File: src/rtl/updown_counter_mod.sv
// Parametrised synchronous up/down counter with load, runtime modulus,
// wrap/saturate boundary handling, a terminal-count pulse and a sticky overflow flag.
module updown_counter_mod #(
   parameter int WIDTH     = 8,
   parameter int RESET_VAL = 0
) (
   input  logic             clk,
   input  logic             rst,
   input  logic             en,
   input  logic             m,
   input  logic             load,
   input  logic [WIDTH-1:0] load_val,
   input  logic [WIDTH-1:0] max_val,
   input  logic             sat,
   input  logic             clr_flag,
   output logic [WIDTH-1:0] q,
   output logic             tc,
   output logic             ovf
);

   localparam logic [WIDTH-1:0] RESET_Q = WIDTH'(RESET_VAL);
   localparam logic [WIDTH-1:0] ZERO_Q  = {WIDTH{1'b0}};
   localparam logic [WIDTH-1:0] ONE_Q   = {{(WIDTH-1){1'b0}}, 1'b1};

   logic [WIDTH-1:0] q_r;
   logic             tc_r;
   logic             ovf_r;

   logic             event_s;
   logic [WIDTH-1:0] load_q_s;
   logic [WIDTH-1:0] count_q_s;

   // Boundary detection and next count value for an enabled edge
   always_comb begin
      event_s   = 1'b0;
      load_q_s  = load_val;
      count_q_s = q_r;

      if (load_val > max_val) begin
         load_q_s = max_val;
      end else begin
         load_q_s = load_val;
      end

      if (m == 1'b0) begin
         // q above a freshly lowered max_val also counts as reaching the top
         event_s = (q_r >= max_val);
         if (event_s) begin
            if (sat) begin
               count_q_s = max_val;
            end else begin
               count_q_s = ZERO_Q;
            end
         end else begin
            count_q_s = q_r + ONE_Q;
         end
      end else begin
         event_s = (q_r == ZERO_Q);
         if (event_s) begin
            if (sat) begin
               count_q_s = ZERO_Q;
            end else begin
               count_q_s = max_val;
            end
         end else if (q_r > max_val) begin
            count_q_s = max_val;
         end else begin
            count_q_s = q_r - ONE_Q;
         end
      end
   end

   // Count, load and flag registers; rst > load > en
   always_ff @(posedge clk) begin
      if (!rst) begin
         q_r   <= RESET_Q;
         tc_r  <= 1'b0;
         ovf_r <= 1'b0;
      end else if (load) begin
         q_r   <= load_q_s;
         tc_r  <= 1'b0;
         ovf_r <= 1'b0;
      end else if (en) begin
         q_r   <= count_q_s;
         tc_r  <= event_s;
         // A boundary event wins over a simultaneous clear
         ovf_r <= event_s | (ovf_r & ~clr_flag);
      end else begin
         q_r   <= q_r;
         tc_r  <= 1'b0;
         ovf_r <= ovf_r & ~clr_flag;
      end
   end

   assign q   = q_r;
   assign tc  = tc_r;
   assign ovf = ovf_r;

endmodule

File: config.mk
export PLATFORM = sky130hd
export DESIGN_NAME = updown_counter_mod
export DESIGN_NICKNAME = d
export VERILOG_FILES = /design/src/rtl/updown_counter_mod.sv
export SDC_FILE = /design/constraint.sdc
export NUM_CORES = 1
export LEC_CHECK = 0
export ABC_AREA = 1
export CORE_MARGIN = 10
export CORE_UTILIZATION = 48
export DETAILED_ROUTE_END_ITERATION = 10
export PLACE_DENSITY = 0.74
export SYNTH_ARGS = -nofsm -noshare
export SYNTH_HDL_FRONTEND = slang
export SYNTH_SLANG_ARGS = --single-unit
File: constraint.sdc
create_clock -name clk -period 1.8 [get_ports clk]
set_input_delay 0.36 -clock clk [delete_from_list [all_inputs] [get_ports clk]]
set_output_delay 0.36 -clock clk [all_outputs]
set_load 0.005 [all_outputs]
======== Word-level counts from Yosys, hierarchy flattened ========
Cells that the tools add are included.
storage, ports and cells
  register bits after elaboration ......... 10
  bits of input ports ..................... 23
  output and inout bits ................... 10
cells by class
  mux-type cells .......................... 11
  bitwise logic cells ..................... 5
  add/subtract/negate cells ............... 2
  magnitude comparators ................... 3
  reduce and logical (&&, ||, !) cells .... 4
operators by type and width
  cell                                                                 number
  8-bit two-way mux                                                    9
  8-bit greater-than comparator                                        2
  8-bit by 1-bit adder with 8-bit output (second input constant)       1
  8-bit >= comparator                                                  1
  8-bit logical NOT                                                    1
  8-bit by 1-bit subtractor with 8-bit output (second input constant)  1
  1-bit inverter                                                       3
  3-bit OR reduction                                                   1
  1-bit two-way mux                                                    2
  2-bit nonzero test                                                   1
  2-bit OR reduction                                                   1
  1-bit AND                                                            1
  1-bit bitwise OR                                                     1

======== Longest topological paths before layout ========
  depth after elaboration ................. 6
  mapped depth ............................ 17
  gate-level depth less buffers ........... 17

======== Worst setup path before layout ========
OpenSTA, ideal clock, no wires.
  kind .................................... input -> register
  start point ............................. input max_val[7]
  end point ............................... register q_r[3] (netlist: q[3])
  buffers on the path ..................... 0
  stages on the path ...................... 13
  setup slack ............................. 0.004 ns
  setup time .............................. 0.122 ns
  arrival ................................. 1.674 ns
  data required time ...................... 1.678 ns
  cell sequence ........................... inv_1 > ha_1 > a21o_2 > nor2_2 > nand2_2 > nand2_2 > nand2_1 > nand2_1 > nand2_1 > nand2_1 > nand2_1 > nand2_1 > a21oi_2
on the way
  cells in the longest elaborated chain, start to end .. 6
  elaborated cells on any way between the ends .. 10
  those cells by class .................... order compare (3); mux (7)
ends and longest elaborated chain
  what                           RTL line  source
  start: declaration             13        input logic [WIDTH-1:0] max_val,
  8-bit greater-than comparator  65        end else if (q_r > max_val) begin
  8-bit two-way mux              65
  8-bit two-way mux              59        if (event_s) begin
  8-bit two-way mux              45        if (m == 1'b0) begin
  8-bit two-way mux              83        end else if (en) begin
  8-bit two-way mux *            79        end else if (load) begin
  end signal: assignment         80        q_r <= load_q_s;
  end signal: assignment         84        q_r <= count_q_s;
  end signal: assignment         89        q_r <= q_r;
  end: declaration               25        logic [WIDTH-1:0] q_r;
Every way passes the cells marked *; elsewhere a longest branch is shown, timed or not. The select of a mux whose other input is x is not followed.
A chain may end at the register's enable or synchronous reset.

======== Final worst setup path ========
  start point ............................. register q_r[2] (netlist: q[2])
  end point ............................... register q_r[7] (netlist: q[7])
on the way
  cells in the longest elaborated chain, start to end .. 6
  elaborated cells on any way between the ends .. 11
  those cells by class .................... add/sub (2); order compare (2); mux (6); reduce/logical (1)
ends and longest elaborated chain
  what                                                                                                 RTL line
  8-bit by 1-bit subtractor with 8-bit output / 8-bit greater-than comparator (equally long branches)  68, 65
  8-bit two-way mux                                                                                    65
  8-bit two-way mux                                                                                    59
  8-bit two-way mux *                                                                                  45
  8-bit two-way mux *                                                                                  83
  8-bit two-way mux *                                                                                  79
Marks and branches as above.

==> results.md <==
- Status: complete, but fails checks
- Violations in the final reports: negative setup slack
- CTS H-tree depth: 1
- Final clock skew: 5.605 ps
- Crit path DAT: 2190 ps
- Grt ovf: 0
- Vias per inst: 5.859
- Number of standard cells after synthesis: 288
- Worst-case clock buffer depth: 2
- Share of the synthesized area in the top cell type: 0.1729
- Average instance area after synthesis: 5.878 µm²
- Via count of the first global-routing pass: 2,304
- Number of distinct standard cells referenced by the synthesized netlist: 32
- Post-route setup slack: -204.3 ps
- Worst-case vdd ir drop: 0.4385 mV
- Number of setup violations in the final report: 7
- Number of warnings issued by yosys: 0
- Hold violation total from the final report: 0
- Die boundary height: 79.39 µm
- Wire length of the first global-routing pass: 10,670 µm
- Flop pwr share: 0.174
- Most frequent cells in the layout: 63 x sky130_fd_sc_hd__nand2_1, 40 x sky130_fd_sc_hd__buf_4, 38 x sky130_fd_sc_hd__nand3_1
- Core area: 3363 µm²
- Inserted Diodes: 0
- Final clock period utilization by the worst path: 1.113
- Number of rows created at floorplan: 21
- Leak Pwr: 1.370 nW
- Routed Antenna Nets: 0
- Clock network power share: 0.142
- Setup repair after global routing missed its margin: yes
- Final routed wirelength across all metal layers: 7367 µm
- Initial antenna violation count: 0
- RR Endpoint: q[7]
- Die area: 6302 µm²
- Largest net degree at the start of global routing: 12
- First DRT Iteration DRCs: 278
- Portion of the post-synthesis area used by sequential elements: 0.1183
- Cell internal pwr: 0.8245 mW
- Share of total power in combinational logic: 0.684
- RePlAce Congestion: 0.9481
- Clk pin slew, worst setup/hold paths: 80 ps
- Most common cell after layout, fill and taps aside: sky130_fd_sc_hd__nand2_1
- Critical Path Source Type: register
- Max-slew headroom at the worst pin: 0.8048
- Hold path startpoint: max_val[1]
- Crit path time final: 2004 ps
- Library cell appearing most often on the critical path: sky130_fd_sc_hd__nand3_1
- Switching Share: 0.4681
- Switching pwr: 0.7255 mW
- Timing-limited maximum frequency: 498.9 MHz
- Number of I/O port buffers: 32
- Depth of the most critical reg-to-reg path: 9
- Required time of the critical path: 1990 ps
- Synth-to-layout area growth: 62.75%
- Area after DPL: 2283 µm²
- Top cells by area, synth: sky130_fd_sc_hd__nand2_1 17%, sky130_fd_sc_hd__ha_1 14%, sky130_fd_sc_hd__nand3_1 12%
- Transition time at the pin with the least slew margin: 291.0 ps
- Max stage delay cell, worst path: sky130_fd_sc_hd__dfxtp_2
- Synthesized netlist net count: 330
- Max-cap violation count: 0
- Buffer and inverter count on the worst path: 1
- Post-layout net count: 409
- TritonCTS clock tree: yes
- Worst skew pair latency: 280 ps
- Reg2reg start: q[2]
- Min-Delay Path Class: in2reg
- Critical-path cell list: buf_4 -> nand3_1 -> nor2_1 -> nand3_1 -> xor2_1 -> nand3_1 -> a21oi_1 -> nand2_1 -> a21oi_1
- Flop and latch count out of synthesis: 10
- Top-level I/O count: 33
- Top Family by Delay on Critical Path: simple AND/OR/NAND/NOR gates
- CP max stage delay: 360 ps
- Cell type contributing the most total cell area after synthesis: sky130_fd_sc_hd__nand2_1
- Die width: 79.39 µm
- Cells on Worst Hold Path: 5
- Final Slew Violations: 0
- Sum of negative setup slack: -421.5 ps
- Clk root buf: sky130_fd_sc_hd__clkbuf_4
- Inserted Clock Buffers: 3
- Quantity of hold-fixing buffers added after cts: 0
- Critical path start-end classification: reg2reg
- Vias: 2,414
- Starting utilization of the core area: 0.5033
- Clk sinks: 10
- Slack of the worst reg-to-reg path: -200 ps
- Detailed-router iteration count before antenna repair: 5
- GRT Total Usage: 0.2056
- Routed wire length per instance: 17.88 µm
- Mapped cell area: 1693 µm²
- Ratio of cells with drive above 1 in the final layout: 0.3716
- End point of the most critical hold path: q[1]
- Category of the worst setup path capture point: register
- Post-DP HPWL: 4312 µm
- Remaining DRCs: 0
- Pwr Density: 562.6 nW/µm²
- Layout Cell Area excl Fill: 2755 µm²
- Biggest fanout along the worst timing path: 9
flip-flops by register name (all words and copies together) (netlist names):
register and cells:
q 8, ovf 1, tc 1
tightest hold or removal path: cells and delay by family:
family	cells	cell delay (ps)
AO/OA/AOI/OAI	1	50
buffers and inverters	1	110
AND/OR/NAND/NOR	3	200
per-stage QoR:
| stage | power, mW | util | hold slack [ps] | cells | setup slack [ps] |
|---|---|---|---|---|---|
| 2_1_floorplan | 0.7543 | - | 473.7 | 288 | 3.989 |
| 6_report | 1.550 | 0.8192 | 466.1 | 412 | -204.3 |
| 5_1_grt | 1.642 | 0.8192 | 511.7 | 412 | -351.2 |
| 4_1_cts | 1.373 | 0.7686 | 502.3 | 408 | 0.3770 |
| 3_3_place_gp | 1.036 | 0.6789 | 479.2 | 394 | -668.1 |
| 3_5_place_dp | 1.046 | 0.6789 | 485.4 | 394 | -710.5 |
synthesized netlist by cell type, drive strengths merged:
| library cell | number |
|---|---|
| o21ai | 14 |
| nand2 | 82 |
| a21o | 1 |
| a21boi | 2 |
| clkbuf | 1 |
| xnor2 | 2 |
| o21a | 1 |
| ha | 19 |
| nand3 | 42 |
| xor2 | 8 |
| dfxtp | 10 |
| buf | 5 |
| clkinv | 1 |
| a21oi | 16 |
| or3 | 1 |
| nor2 | 42 |
| inv | 36 |
| nor3 | 1 |
| nand4 | 4 |
repair_timing:
action	4_1_cts	5_1_grt
endpoints found under the hold margin	0	0
gates resized for setup	66	46
buffers inserted	8	4
gates cloned	2	0
pin swaps	28	30
setup endpoints to repair	10	12
layer usage:
layer,GRT usage,routed length [µm],vias to the layer above
li1,-,-,1095
met3,0.04955,732,58
met5,0,0,-
met2,0.3426,3567,187
met4,0.1201,400,0
met1,0.2331,2666,1074
logic make-up after synthesis:
group	after synthesis	share of synthesized area
buf+inv	43	0.1072
flops	10	0.1183
xor+xnor	10	0.05174
simple gates	172	0.4642
fa+ha+maj	19	0.1404
compound gates	34	0.1183
cell type report:
type | count | area (µm²)
inverter | 37 | 138.9
clock buffer | 4 | 36.28
timing repair buffer | 79 | 671.9
sequential | 10 | 207.7
multi-input combinational | 236 | 1643
tap | 46 | 57.56
fill | 229 | 608.1
power by group through the flow:
stage | Clock, mW | Sequential (mW) | Combinational, mW
3_3_place_gp | 0 | 0.259 | 0.777
2_1_floorplan | 0 | 0.276 | 0.478
5_1_grt | 0.229 | 0.272 | 1.14
4_1_cts | 0.216 | 0.262 | 0.895
3_5_place_dp | 0 | 0.259 | 0.787
6_report | 0.221 | 0.270 | 1.06
how the worst max path moves through the flow:
| stage | start | end | slack (ps) | cells after the start |
|---|---|---|---|---|
| finish | q[2] | q[7] | -200 | 9 |
| global placement | max_val[7] | q[3] | -670 | 14 |
| global route | q[2] | q[7] | -350 | 9 |
| CTS | load_val[1] | q[5] | 0.4 | 11 |
| detailed placement | max_val[5] | q[3] | -710 | 15 |
| floorplan | max_val[7] | q[3] | 4 | 13 |
No activity file was read; power rests on OpenSTA's default activity.
==> edit: new RTL, same settings <==
Put one more register stage on the output `q`, with the module's reset. The value now appears one clock later. The other outputs are not delayed to match.
--- a/src/rtl/updown_counter_mod.sv
+++ b/src/rtl/updown_counter_mod.sv
@@ -93,5 +93,11 @@
    end
 
-   assign q   = q_r;
+   always_ff @(posedge clk) begin
+      if (!rst) begin
+         q <= '0;
+      end else begin
+         q <= q_r;
+      end
+   end
    assign tc  = tc_r;
    assign ovf = ovf_r;
Function: changed (Yosys sat finds a counterexample within 4 cycles, from zero or initial values and one cycle with rst low).
==> edit against the unedited design <==
The flow still finishes with violations (negative setup slack). Synthesized cell count shrank 2.8%. Sequential cell count rose by 8. Total power rose by 20%. First-iteration DRC count grew 7.9%. Sequential share of layout area is 4.8 points higher. Hold slack got worse by 0.0049 ns. Via count up 0.29%. Synthesized area increased by 9.2%. Design area rose by 8.7%. Setup slack gained 0.11 ns. Routed wire length is 3.0% lower. Critical path type unchanged. Largest cell class unchanged.
==> edit: results (changes against the unedited design) <==
STA
---------------------------------------------------------------------------
Final worst clock skew .......................................   0.00910 ns   was 0.00561 ns
Final Setup Violations .......................................            9   was 7
Total Negative Setup Slacks ..................................    -0.515 ns   was -0.422 ns
Worst-Margin Slew ............................................     0.397 ns   was 0.291 ns
Worst hold slack .............................................     0.461 ns   was 0.466 ns
Worst path setup slack after routing .........................   -0.0952 ns   was -0.204 ns

PLACED DESIGN
---------------------------------------------------------------------------
Number of cells after detailed placement .....................          398   was 394
Final HPWL DP ................................................      4740 um   was 4310 um
Pre-CTS setup slack ..........................................    -0.682 ns   was -0.711 ns

POWER
---------------------------------------------------------------------------
Static Leakage ...............................................      1.45 nW   was 1.37 nW
Switching share of power .....................................        0.409   was 0.468

MIN PATH
---------------------------------------------------------------------------
End point of the worst hold path ............................. ovf$_SDFF_PP0_   was q[1]$_SDFFE_PN0P_
Hold Startpoint .............................................. ovf$_SDFF_PP0_   was max_val[1]
Worst hold-check path type ................................... flop to flop   was primary input to flop
Cells on Worst Hold Path .....................................            2   was 5

SYNTHESIS
---------------------------------------------------------------------------
Netlist cell types ...........................................           34   was 32
Cell count after synthesis ...................................          280   was 288
Cell types with the highest counts after synthesis ........... nand2_1 (54), inv_1 (39), nand3_1 (31)   was nand2_1 (78), nand3_1 (41), nor2_1 (37)
Post-synthesis compound-gate area fraction ...................        0.163   was 0.118
Synth Net Count ..............................................          322   was 330
Adder-cell share of the synthesized area .....................        0.129   was 0.140
Xor/xnor cell area share of the yosys netlist ................       0.0332   was 0.0517
Post-synthesis sequential area ratio .........................        0.195   was 0.118

WORST SETUP PATH
---------------------------------------------------------------------------
Data arrival time of the critical path .......................      2.05 ns   was 2.19 ns
R2R Path Start ............................................... q_r[7]$_SDFFE_PN0P_   was q[2]$_SDFFE_PN0P_
Register-to-Register Path Depth ..............................           10   was 9
Slowest CP cell ..............................................      dfxtp_4   was dfxtp_2
Crit Path Max Fanout .........................................            6   was 9

CELLS AND AREA
---------------------------------------------------------------------------
Post-route insts no fill .....................................          420   was 412
Fraction of final layout cells sized beyond drive strength 1 .        0.409   was 0.372

CLOCKING
---------------------------------------------------------------------------
Cell chosen for the clock root ...............................     clkbuf_8   was clkbuf_4
H-tree levels ................................................            1   unchanged

ROUTING
---------------------------------------------------------------------------
Detailed router's first-iteration violation count ............          300   was 278
Via/cell ratio ...............................................         5.76   was 5.86
DRT Wirelength ...............................................      7150 um   was 7370 um

GLOBAL ROUTING
---------------------------------------------------------------------------
Pin count of the biggest net entering global routing .........           11   was 12
Vias in the first global route ...............................         2405   was 2304
First-pass GRT wire length ...................................     11200 um   was 10700 um

RUN STATUS
---------------------------------------------------------------------------
Violated checks .............................................. negative setup slack   unchanged
Result of the run ............................................ finished with violations   unchanged

==> edit: layer usage <==
layer	GRT usage	vias up	part of all wire
met4	0.117	0	0.057
met3	0.0557	49	0.082
li1	-	1120	-
met1	0.225	1117	0.39
met2	0.375	135	0.47
met5	0	-	0
==> edit: power groups by stage <==
stage	Sequential, mW	Combinational, mW	Clock (mW)
floorplan	0.472	0.485	0
global placement	0.463	0.784	0
detailed placement	0.465	0.788	0
CTS	0.462	0.927	0.357
global route	0.466	1.12	0.369
finish	0.464	1.04	0.358
==> edit: cell type report <==
class	count	area [um^2]
clock buffer	4	55.1
fill	238	694
inverter	45	171
multi-input combinational	211	1560
sequential	18	370
tap	48	60.1
timing repair buffer	94	779
==> edit: what timing repair did <==
item / 4_1_cts / 5_1_grt
cloned: 1 / 0
pin swaps: 36 / 15
buffers inserted: 14 / 3
endpoints found under the setup margin: 10 / 10
resized for setup: 84 / 22
